<file path="src/rtl/spi_regs_pkg.sv">
// Register map, CTRL bit positions and sequencer states for the SPI core driver.
// Latency: n/a (constants, types and a pure function only).
// Backpressure: n/a.
package spi_regs_pkg;

  // Byte addresses of the SPI core registers on its Wishbone slave port
  localparam logic [4:0] ADDR_RX0  = 5'h00;
  localparam logic [4:0] ADDR_TX0  = 5'h00;
  localparam logic [4:0] ADDR_CTRL = 5'h10;
  localparam logic [4:0] ADDR_DIV  = 5'h14;
  localparam logic [4:0] ADDR_SS   = 5'h18;

  // CTRL register bit positions
  localparam int CTRL_GO           = 8;
  localparam int CTRL_RX_NEG       = 9;
  localparam int CTRL_TX_NEG       = 10;
  localparam int CTRL_LSB          = 11;
  localparam int CTRL_IE           = 12;
  localparam int CTRL_ASS          = 13;
  localparam int CTRL_CHAR_LEN_MSB = 6;
  localparam int CTRL_CHAR_LEN_LSB = 0;

  typedef enum logic [2:0] {
    S_IDLE,
    S_WR_DIV,
    S_WR_SS,
    S_WR_TX,
    S_WR_CTRL,
    S_POLL,
    S_RD_RX,
    S_RSP
  } seq_state_t;

  // CTRL word that starts a transfer: mode bits, GO set, bit 7 clear, char_len
  function automatic logic [31:0] ctrl_word(input logic [4:0] mode, input logic [6:0] len);
    ctrl_word = {18'd0, mode, 1'b1, 1'b0, len};
  endfunction

endpackage

</file>
<file path="src/rtl/spi_wbm_xfer.sv">
// Single Wishbone master transfer engine: latches one request on start, drives cyc/stb until ack.
// Latency: bus asserts the cycle after start; done pulses combinationally with the sampled ack.
// Backpressure: unbounded ack wait; start is ignored while a transfer is open, bus idles one cycle after ack.
module spi_wbm_xfer (
  input  logic        wb_clk_in,
  input  logic        wb_rst_in,
  input  logic        i_start,
  input  logic        i_we,
  input  logic [4:0]  i_addr,
  input  logic [31:0] i_wdata,
  input  logic [3:0]  i_sel,
  output logic        o_done,
  output logic [31:0] o_rdata,
  output logic        o_wbm_cyc,
  output logic        o_wbm_stb,
  output logic        o_wbm_we,
  output logic [4:0]  o_wbm_addr,
  output logic [31:0] o_wbm_data,
  output logic [3:0]  o_wbm_sel,
  input  logic [31:0] i_wbm_data,
  input  logic        i_wbm_ack
);

  logic        r_cyc;
  logic        r_we;
  logic [4:0]  r_addr;
  logic [31:0] r_data;
  logic [3:0]  r_sel;

  // Open a cycle on start, close it (clearing every bus output) on the ack edge
  always_ff @(posedge wb_clk_in or posedge wb_rst_in) begin
    if (wb_rst_in) begin
      r_cyc  <= 1'b0;
      r_we   <= 1'b0;
      r_addr <= '0;
      r_data <= '0;
      r_sel  <= '0;
    end else if (r_cyc) begin
      if (i_wbm_ack) begin
        r_cyc  <= 1'b0;
        r_we   <= 1'b0;
        r_addr <= '0;
        r_data <= '0;
        r_sel  <= '0;
      end
    end else if (i_start) begin
      r_cyc  <= 1'b1;
      r_we   <= i_we;
      r_addr <= i_addr;
      r_data <= i_we ? i_wdata : 32'd0;
      r_sel  <= i_sel;
    end
  end

  assign o_done     = r_cyc & i_wbm_ack;
  assign o_rdata    = i_wbm_data;
  assign o_wbm_cyc  = r_cyc;
  assign o_wbm_stb  = r_cyc;
  assign o_wbm_we   = r_we;
  assign o_wbm_addr = r_addr;
  assign o_wbm_data = r_data;
  assign o_wbm_sel  = r_sel;

endmodule

</file>
<file path="src/rtl/spi_cmd_seq.sv">
// Drives the SPI master core over Wishbone: DIVIDER once, then SS, TX, CTRL+GO, poll GO, read RX.
// Latency: (3 + slave wait states) cycles per bus transfer; 4 transfers + polls (5 on first request).
// Backpressure: req_ready only in IDLE; response held until rsp_ready; poll timeout reports rsp_err.
module spi_cmd_seq
  import spi_regs_pkg::*;
#(
  parameter logic [15:0] DIV_VAL   = 16'd4,
  parameter logic [4:0]  MODE_BITS = 5'b00010,
  parameter int          TIMEOUT   = 4096
) (
  input  logic        wb_clk_in,
  input  logic        wb_rst_in,
  input  logic        req_valid,
  output logic        req_ready,
  input  logic [31:0] req_data,
  input  logic [6:0]  req_len,
  input  logic [7:0]  req_ss,
  output logic        rsp_valid,
  input  logic        rsp_ready,
  output logic [31:0] rsp_data,
  output logic        rsp_err,
  output logic        wbm_cyc_o,
  output logic        wbm_stb_o,
  output logic        wbm_we_o,
  output logic [4:0]  wbm_addr_o,
  output logic [31:0] wbm_data_o,
  output logic [3:0]  wbm_sel_o,
  input  logic [31:0] wbm_data_i,
  input  logic        wbm_ack_i
);

  localparam int CW = $clog2(TIMEOUT + 1);

  seq_state_t  r_state;
  seq_state_t  w_state_nxt;
  logic        r_cfg_done;
  logic [31:0] r_tx;
  logic [6:0]  r_len;
  logic [7:0]  r_ss;
  logic [CW-1:0] r_poll_cnt;
  logic        r_req_ready;
  logic        r_rsp_valid;
  logic [31:0] r_rsp_data;
  logic        r_rsp_err;

  logic        w_start;
  logic        w_we;
  logic [4:0]  w_addr;
  logic [31:0] w_wdata;
  logic [3:0]  w_sel;
  logic        w_done;
  logic [31:0] w_rdata;
  logic        w_timeout;

  spi_wbm_xfer u_xfer (
    .wb_clk_in  (wb_clk_in),
    .wb_rst_in  (wb_rst_in),
    .i_start    (w_start),
    .i_we       (w_we),
    .i_addr     (w_addr),
    .i_wdata    (w_wdata),
    .i_sel      (w_sel),
    .o_done     (w_done),
    .o_rdata    (w_rdata),
    .o_wbm_cyc  (wbm_cyc_o),
    .o_wbm_stb  (wbm_stb_o),
    .o_wbm_we   (wbm_we_o),
    .o_wbm_addr (wbm_addr_o),
    .o_wbm_data (wbm_data_o),
    .o_wbm_sel  (wbm_sel_o),
    .i_wbm_data (wbm_data_i),
    .i_wbm_ack  (wbm_ack_i)
  );

  // State register
  always_ff @(posedge wb_clk_in or posedge wb_rst_in) begin
    if (wb_rst_in) r_state <= S_IDLE;
    else           r_state <= w_state_nxt;
  end

  // Next state and the bus transfer each bus state asks the engine for
  always_comb begin
    w_state_nxt = r_state;
    w_start     = 1'b0;
    w_we        = 1'b1;
    w_addr      = ADDR_TX0;
    w_wdata     = 32'd0;
    w_sel       = 4'hF;
    w_timeout   = 1'b0;
    case (r_state)
      S_IDLE: begin
        if (req_valid) w_state_nxt = r_cfg_done ? S_WR_SS : S_WR_DIV;
      end
      S_WR_DIV: begin
        w_start = 1'b1;
        w_addr  = ADDR_DIV;
        w_wdata = {16'd0, DIV_VAL};
        if (w_done) w_state_nxt = S_WR_SS;
      end
      S_WR_SS: begin
        // the core copies any selected byte lane into SS, so only lane 0 is enabled
        w_start = 1'b1;
        w_addr  = ADDR_SS;
        w_wdata = {24'd0, r_ss};
        w_sel   = 4'b0001;
        if (w_done) w_state_nxt = S_WR_TX;
      end
      S_WR_TX: begin
        w_start = 1'b1;
        w_addr  = ADDR_TX0;
        w_wdata = r_tx;
        if (w_done) w_state_nxt = S_WR_CTRL;
      end
      S_WR_CTRL: begin
        w_start = 1'b1;
        w_addr  = ADDR_CTRL;
        w_wdata = ctrl_word(MODE_BITS, r_len);
        if (w_done) w_state_nxt = S_POLL;
      end
      S_POLL: begin
        // interrupt is not used: the core clears it on any ack, so GO is the completion flag
        w_start = 1'b1;
        w_we    = 1'b0;
        w_addr  = ADDR_CTRL;
        if (w_done) begin
          if (!w_rdata[CTRL_GO]) begin
            w_state_nxt = S_RD_RX;
          end else if (r_poll_cnt == CW'(TIMEOUT - 1)) begin
            w_timeout   = 1'b1;
            w_state_nxt = S_RSP;
          end
        end
      end
      S_RD_RX: begin
        w_start = 1'b1;
        w_we    = 1'b0;
        w_addr  = ADDR_RX0;
        if (w_done) w_state_nxt = S_RSP;
      end
      S_RSP: begin
        if (rsp_ready) w_state_nxt = S_IDLE;
      end
      default: w_state_nxt = S_IDLE;
    endcase
  end

  // Request latch, one-shot divider flag, poll counter and registered handshake/response outputs
  always_ff @(posedge wb_clk_in or posedge wb_rst_in) begin
    if (wb_rst_in) begin
      r_cfg_done  <= 1'b0;
      r_tx        <= '0;
      r_len       <= '0;
      r_ss        <= '0;
      r_poll_cnt  <= '0;
      r_req_ready <= 1'b1;
      r_rsp_valid <= 1'b0;
      r_rsp_data  <= '0;
      r_rsp_err   <= 1'b0;
    end else begin
      r_req_ready <= (w_state_nxt == S_IDLE);
      r_rsp_valid <= (w_state_nxt == S_RSP);
      if (r_state == S_IDLE && req_valid) begin
        r_tx  <= req_data;
        r_len <= req_len;
        r_ss  <= req_ss;
      end
      if (r_state == S_WR_DIV && w_done) r_cfg_done <= 1'b1;
      if (r_state == S_WR_CTRL && w_done)   r_poll_cnt <= '0;
      else if (r_state == S_POLL && w_done) r_poll_cnt <= r_poll_cnt + CW'(1);
      if (r_state == S_RD_RX && w_done) begin
        r_rsp_data <= w_rdata;
        r_rsp_err  <= 1'b0;
      end else if (w_timeout) begin
        r_rsp_data <= 32'd0;
        r_rsp_err  <= 1'b1;
      end
    end
  end

  assign req_ready = r_req_ready;
  assign rsp_valid = r_rsp_valid;
  assign rsp_data  = r_rsp_data;
  assign rsp_err   = r_rsp_err;

endmodule

</file>
<file path="config.mk">
export PLATFORM = sky130hd
export DESIGN_NAME = spi_cmd_seq
export DESIGN_NICKNAME = d
export VERILOG_FILES = /design/src/rtl/spi_regs_pkg.sv /design/src/rtl/spi_wbm_xfer.sv /design/src/rtl/spi_cmd_seq.sv
export SDC_FILE = /design/constraint.sdc
export NUM_CORES = 1
export LEC_CHECK = 0
export ABC_AREA = 1
export CAP_MARGIN = 40
export CORE_UTILIZATION = 25
export CTS_BUF_LIST = sky130_fd_sc_hd__clkbuf_8 sky130_fd_sc_hd__clkbuf_16
export CTS_CLUSTER_SIZE = 8
export DETAILED_ROUTE_END_ITERATION = 6
export SYNTH_ARGS = -nofsm -noshare
export SYNTH_HDL_FRONTEND = slang
export SYNTH_SLANG_ARGS = --single-unit
</file>
<file path="constraint.sdc">
create_clock -name wb_clk_in -period 5.7 [get_ports wb_clk_in]
set_input_delay 1.14 -clock wb_clk_in [delete_from_list [all_inputs] [get_ports wb_clk_in]]
set_output_delay 1.14 -clock wb_clk_in [all_outputs]
set_load 0.01 [all_outputs]
</file>
# Word-level counts from Yosys, hierarchy flattened
# Index checks and enable logic that the tools add are counted.
# word_totals
output_inout_bits	79
elab_cells	84
input_bits	84
register_bits	142
# classes
reduce_logical	14
n_bitwise	1
addsub	1
n_mux	43
eq_ne	10
# op_table
operator	count
two-way mux 32 bit	6
case mux 32 bit (4 select lines)	1
two-way mux 3 bit	10
two-way mux 13 bit	2
case mux 3 bit (8 select lines)	1
two-way mux 4 bit	4
equality test 3 bit, second input constant	5
two-way mux 5 bit	3
case mux 5 bit (3 select lines)	1
two-way mux 1 bit	14
adder 13 x 1 -> 13 bit, second input constant	1
equality test 13 x 12 -> 1 bit, second input constant	1
equality test 3 x 2 -> 1 bit, second input constant	2
zero test 3 bit	2
nonzero test 2 bit	3
OR reduction 6 bit	1
logical AND 1 bit	5
OR reduction 2 bit	2
equality test 3 x 1 -> 1 bit, second input constant	1
two-way mux 2 bit	1
!= test 2 bit, second input constant	1
AND reduction 2 bit	1
AND 1 bit	1

# Longest topological paths before layout
# Gate-level depths: netlist of run 1.
# depth
word_depth	7
depth_mapped	10
mapped_depth_nobuf	9

# Modules after synthesis
# A second synthesis of run 1 with hierarchy kept.
# hier_totals
hier_cells	838
area_unflattened_um2	6884.1
# by_module_without_submodules
mod	seq_area_each_um2	cells_per_inst	area_per_inst_um2	instances
spi_cmd_seq	2478.6	545	4469.3	1
spi_wbm_xfer	1076.0	293	2414.8	1

# Least setup slack after synthesis of run 1
# No wires, ideal clock.
# synth_path
kind	input port to flip-flop
startpoint	input wbm_ack_i
endpoint	register r_poll_cnt[9]
path_stages	9
path_slack_ps	3748
t_arrival_ps	1834
path_cell_list	nand2_4 inv_4 nand2_2 inv_4 nand3_2 nor2_4 nand2_1 nand2_1 nor2_1
# synth_between
elab_chain_len	3
word_cells_on_any_way	5
cone_classes	1 x mux; 1 x bitwise; 3 x reduce/logical
# synth_lines
item	line_no	source
start, declared	spi_cmd_seq.sv:29	input logic wbm_ack_i
AND 1 bit *	spi_wbm_xfer.sv:55	assign o_done = r_cyc & i_wbm_ack;
logical AND 1 bit, on equally long branches	spi_cmd_seq.sv:168, spi_cmd_seq.sv:169	
two-way mux 13 bit or nonzero test 2 bit (tied branches)	n/a	
end signal, assigned	spi_cmd_seq.sv:169	else if (r_state == S_POLL && w_done) r_poll_cnt <= r_poll_cnt + CW'(1);
end, declared	spi_cmd_seq.sv:40	logic [CW-1:0] r_poll_cnt;
# Every way passes the cells marked *; elsewhere a longest branch is shown, timed or not.
# A chain may end at the register's enable or synchronous reset.

# Final worst setup path of run 1
# layout_path
startpoint	input wbm_ack_i
endpoint	register r_rsp_data[0] (netlist: rsp_data[0])
# layout_between
elab_chain_len	4
word_cells_on_any_way	6
cone_classes	3 x mux; 1 x bitwise; 2 x reduce/logical
# layout_lines
item	line_no	source
AND 1 bit *	spi_wbm_xfer.sv:55	
two-way mux 1 bit	spi_cmd_seq.sv:125	if (w_done) begin
two-way mux 1 bit	spi_cmd_seq.sv:90	case (r_state)
nonzero test 2 bit (no line)	n/a	
end signal, assigned	spi_cmd_seq.sv:171	r_rsp_data <= w_rdata;
end, declared	spi_cmd_seq.sv:43	logic [31:0] r_rsp_data;
# Marks and branches as above.

==> results of run 1 <==
==> power by group <==
part / switching (W) / internal (W)
Sequential: 0.000266 / 0.00135
Clock: 0.000423 / 0.000649
Combinational: 0.000778 / 0.000676
Total: 0.00147 / 0.00267
==> layer usage <==
layer	vias to the layer above	routed length, um	GRT usage
li1	2504	-	-
met1	2357	7670	0.180
met2	143	7370	0.212
met3	19	718	0.0260
met4	0	184	0.0468
met5	-	0	0
==> logic make-up (layout without fill, tap and decap cells) <==
kind of cell | Yosys count | count (layout)
flops | 138 | 138
other cells | 1 | 2
fa+ha+maj | 1 | 1
compound gates | 58 | 58
simple gates | 411 | 411
buf+inv | 82 | 238
xor+xnor | 2 | 2
==> final cells by class <==
class / count / area share
sequential: 138 / 0.401
multi-input combinational: 474 / 0.270
inverter: 41 / 0.0195
tap: 324 / 0.0471
timing repair buffer: 166 / 0.196
clock buffer: 18 / 0.0510
clock inverter: 13 / 0.0153
==> through the flow <==
stage               total power, W  cell area, um2  cells  hold slack (ps)  utilization
global route               0.00443            8610   1174              486        0.354
finish                     0.00414            8610   1174              467        0.354
CTS                        0.00421            8610   1174              474        0.354
global placement           0.00305            7990   1141              454        0.328
detailed placement         0.00311            8040   1143              459        0.331
floorplan                  0.00242            6190    694              442            -
==> synthesized netlist by cell type, drive strengths merged <==
cell type / count
a211oi: 2
a21oi: 15
a22oi: 3
a31oi: 1
buf: 35
clkbuf: 6
clkinv: 1
conb: 1
dfrtp: 137
dfstp: 1
ha: 1
inv: 40
nand2: 269
nand3: 96
nand4: 6
nor2: 31
nor3: 9
o211ai: 1
o21ai: 34
o22ai: 2
xnor2: 1
xor2: 1
==> worst max-delay path by stage <==
stage | endpoint | slack [ps] | cells past startpoint
global placement | rsp_data[31] | 1770 | 7
floorplan | r_cfg_done | 870 | 1
finish | rsp_data[0] | 2170 | 7
detailed placement | rsp_data[0] | 1690 | 7
CTS | rsp_data[0] | 2130 | 7
global route | rsp_data[8] | 1880 | 7
==> state kept, by name, indices dropped and copies added, names as in the netlist, 3 cells and up <==
signal	cells
r_tx	32
rsp_data	32
u_xfer.o_wbm_data	32
r_poll_cnt	13
r_ss	8
r_len	7
r_state	3
u_xfer.o_wbm_addr	3
==> worst max-delay path, delay by kind of cell <==
| kind | cells | cell delay, ps |
|---|---|---|
| buffers and inverters | 3 | 1510 |
| AND/OR/NAND/NOR | 4 | 1120 |
==> results.cfg, run 1 <==
[outcome]
status = finished clean

[yosys]
yosysUniqueCellTypes = 38
yosys-top-cells-area = dfrtp_1, nand2_1, nand3_1
synthCells = 693
synth_top_family_by_area = simple AND/OR/NAND/NOR gates
syn_area_per_cell_um2 = 8.92
ys_warn_count = 0
synth_xor_area_frac = 0.00283
synth_compound_area_frac = 0.0526
yosysTopAreaCell = dfrtp_1
synth_seq_area_share = 0.559
ys_ff_latch = 138
synth_simple_gate_area_frac = 0.316
synth_area_mm2 = 0.00618
muxShareOfSynthArea = 0
synth_adder_area_share = 0.00202
netlist.area_leader.share = 0.554

[sta]
relSlewSlack = 0.488
finClkSkew_ps = 12.6
rsz0062_at_grt = false
period_needed_ps = 3530
finalSetupTns_ps = 0
hold_viol_final = 0
finalSetupViolCount = 0
final_max_slew_viol_count = 0
fin_ws_ps = 2170
max_freq_mhz = 283
period_share = 0.619
tightest_slew_ps = 766

[route]
routedWlPerCell_um = 13.6
via_per_inst = 4.28
route.vias.total = 5023
routed_wl_um = 15900
antenna_left = 0
drt-initial-drc-count = 368
route.detailed.drc = 0
firstDrtPassIters = 4

[final_layout]
multi_input_area_mm2 = 0.00233
layout_common_cells = nand2_1, clkdlybuf4s50_1, dfrtp_1
antenna_cells = 0
area_delta_synth_final_pct = 39.2
final_common_cell = nand2_1
nets = 923
seq_area_mm2 = 0.00345
drive_gt1_frac = 0.116
nFillCells = 2526

[critical_path]
crit_fanout = 46
ff2ff_path_depth = 6
r2r_setup_slack_ps = 2550
cp.arrival_ps = 3870
crit_start = wbm_ack_i
r2r-end = rsp_data[0]
cp_slowest_cell = inv_2
crit_top_cell = nand2_1
reg2reg_from = u_xfer.o_wbm_cyc
path_cells = clkdlybuf4s50_1 > nand2_4 > inv_4 > nand4_4 > inv_2 > nand2_1 > nand2_1
end_kind = flip-flop
cpPeakStageDelay_ps = 750
crit_type = primary input to flip-flop
cp-start-kind = primary input
worstPathRequired_ps = 6040

[global_route]
antenna_found_initial = 0
grt_usage = 0.133
grt_pass1_wl_um = 26800
grt_remaining_overflow = 0
grt_pass1_vias = 5177
grt_max_degree = 58

[place]
io_buffer_count = 160
hpwl_um = 10800
gp_congestion = 0.779
pre_cts_slack_ps = 1690

[power]
ir_drop_uv = 170
p_leak_nw = 4.08
p_per_area_mw_per_mm2 = 480

[floorplan]
dieArea_mm2 = 0.0254
io_pins = 163
num_rows = 57
die_x_um = 159
die_h_um = 159
initial_core_util = 0.254
core_area_mm2 = 0.0243

[clocking]
cts_buffer_depth = 2
cts_made_buffers = 17
postCtsSetupRepairBufs = 0
ctsHoldBuffers = 0
post_cts_resized = 0
cts_tree = built
root_buffer = clkbuf_16
cts_sinks = 138
htree_num_levels = 4
clock_latency_ps = 420
path_clk_slew_ps = 60

[job]
cap_violations = 0

[hold_path]
hold_depth = 2
holdPathEnd = r_len[2]
min_path_type = flip-flop to flip-flop
min_from = r_len[2]
(Power assumes the default switching activity.)
==> run 2: changes to the inputs <==
- clock period: 5.7 -> 2.84 ns (I/O delays scaled with it)
==> run 2 against run 1 <==
Net effect: non-clock buffer count rose by 5; first-iteration DRC count down 44%; largest cell class unchanged; wire length increased by 2.7%; highest routed layer unchanged.
==> results.cfg, run 2 (same netlist as run 1, synthesis figures left out) <==
[global_route]
grt_max_degree = 70
grt_usage = 0.138
grt_pass1_wl_um = 27500
grt_pass1_vias = 5240
grt_remaining_overflow = 0
grt.met3_usage = 0.0365
met1_usage = 0.176
use_met2 = 0.230
antenna_found_initial = 1
top_usage_layer = met2

[sta]
hold_viol_final = 0
finalSetupViolCount = 0
finClkSkew_ps = 8.76
fin_ws_ps = 379
rsz0062_at_grt = false
max_freq_mhz = 406
final_max_slew_viol_count = 0
finalSetupTns_ps = 0
period_needed_ps = 2460
period_share = 0.867
relSlewSlack = 0.519
tightest_slew_ps = 722

[final_layout]
nets = 928
drive_gt1_frac = 0.126
layout_common_cells = nand2_1, clkdlybuf4s50_1, dfrtp_1
post-route-util = 0.356
stdcell_area_mm2 = 0.00865
area_delta_synth_final_pct = 39.9
final_common_cell = nand2_1

[critical_path]
cp_num_buf_inv = 1
cpPeakStageDelay_ps = 810
r2r-end = rsp_data[14]
crit_type = flip-flop to primary output
end_kind = primary output
crit_fanout = 12
path_cells = clkdlybuf4s50_1
worstPathRequired_ps = 2270
cp.arrival_ps = 1890
cpLargestDelayFamily = flip-flops
cp-start-kind = flip-flop
reg2reg_from = u_xfer.o_wbm_cyc
cp_slowest_cell = dfrtp_1
ff2ff_path_depth = 6
r2r_setup_slack_ps = 700

[job]
cap_violations = 0

[floorplan]
core_area_mm2 = 0.0243
dieArea_mm2 = 0.0254
die_h_um = 159
io_pins = 163
num_rows = 57
initial_core_util = 0.254
die_x_um = 159

[power]
pwr-share-seq = 0.386
switching_share = 0.369
p_per_area_mw_per_mm2 = 966
report.power.total_w = 0.00836
p_leak_nw = 4.09
clockPowerShare = 0.265
ir_drop_uv = 311
intPower_w = 0.00528
p_sw_w = 0.00308
pwr-share-comb = 0.348

[route]
via_per_inst = 4.28
antenna_left = 0
firstDrtPassIters = 4
route.detailed.drc = 0
routed_wl_um = 16400
route.vias.total = 5054
routedWlPerCell_um = 13.9
drt-initial-drc-count = 205

[hold_path]
min_path_type = primary input to async pin

[clocking]
htree_num_levels = 4
root_buffer = clkbuf_16
post_cts_resized = 0
cts_tree = built
clock_latency_ps = 420
path_clk_slew_ps = 70
cts_sinks = 138
cts_buffer_depth = 2
cts_made_buffers = 17
postCtsSetupRepairBufs = 0
ctsHoldBuffers = 0

[place]
io_buffer_count = 160
gp_congestion = 0.767
hpwl_um = 11100
pre_cts_slack_ps = 478
dpl_cell_area_mm2 = 0.00807

[outcome]
status = finished clean
run 2: cell types whose count changed in the layout (fill, tap and decap cells not counted), sizes merged:
cell / before / now
buf: 6 / 11
inv: 42 / 46
clkinv: 7 / 5
bufinv: 2 / 1
clkbuf: 18 / 17
clkinvlp: 3 / 4
diode: 0 / 1
run 2: layout make-up:
cell class	instances	area (um2)
inverter	41	166
fill	2503	15700
tap	324	405
antenna	1	2.50
timing repair buffer	171	1710
multi-input combinational	474	2330
sequential	138	3450
clock buffer	17	425
clock inverter	15	159
run 2: routing by layer:
metal | wire length [um] | vias up | part of all wire
li1 | - | 2517 | -
met1 | 7780 | 2405 | 0.48
met2 | 7800 | 123 | 0.48
met3 | 653 | 9 | 0.040
met4 | 136 | 0 | 0.0083
met5 | 0 | - | 0
run 2: worst register-to-register path, delay by kind of cell (launching register included):
family,cells,cell delay [ps]
simple gates,4,620
flops,1,810
buf+inv,2,650
run 2: worst max-delay path by stage:
stage,startpoint,end,depth (start not counted)
6_report,u_xfer.o_wbm_cyc,wbm_stb_o,1
5_1_grt,u_xfer.o_wbm_cyc,wbm_cyc_o,1
4_1_cts,u_xfer.o_wbm_cyc,wbm_stb_o,1
3_5_place_dp,wbm_ack_i,rsp_data[17],7
3_3_place_gp,wbm_ack_i,rsp_data[11],7
2_1_floorplan,wb_rst_in,r_cfg_done,1
run 2: power groups by stage:
stage                     clock network [W]  registers [W]  logic, W
after floorplan                           0        0.00325   0.00160
after global placement                    0        0.00325   0.00291
after detailed placement                  0        0.00327   0.00298
after CTS                           0.00230        0.00323   0.00299
after global routing                0.00238        0.00333   0.00326
final                               0.00222        0.00323   0.00291
run 2: metrics by stage:
step / std cells / hold slack [ps]
after global routing: 1180 / 465
after CTS: 1180 / 449
after global placement: 1147 / 454
after detailed placement: 1148 / 459
final: 1181 / 459
after floorplan: 694 / 442
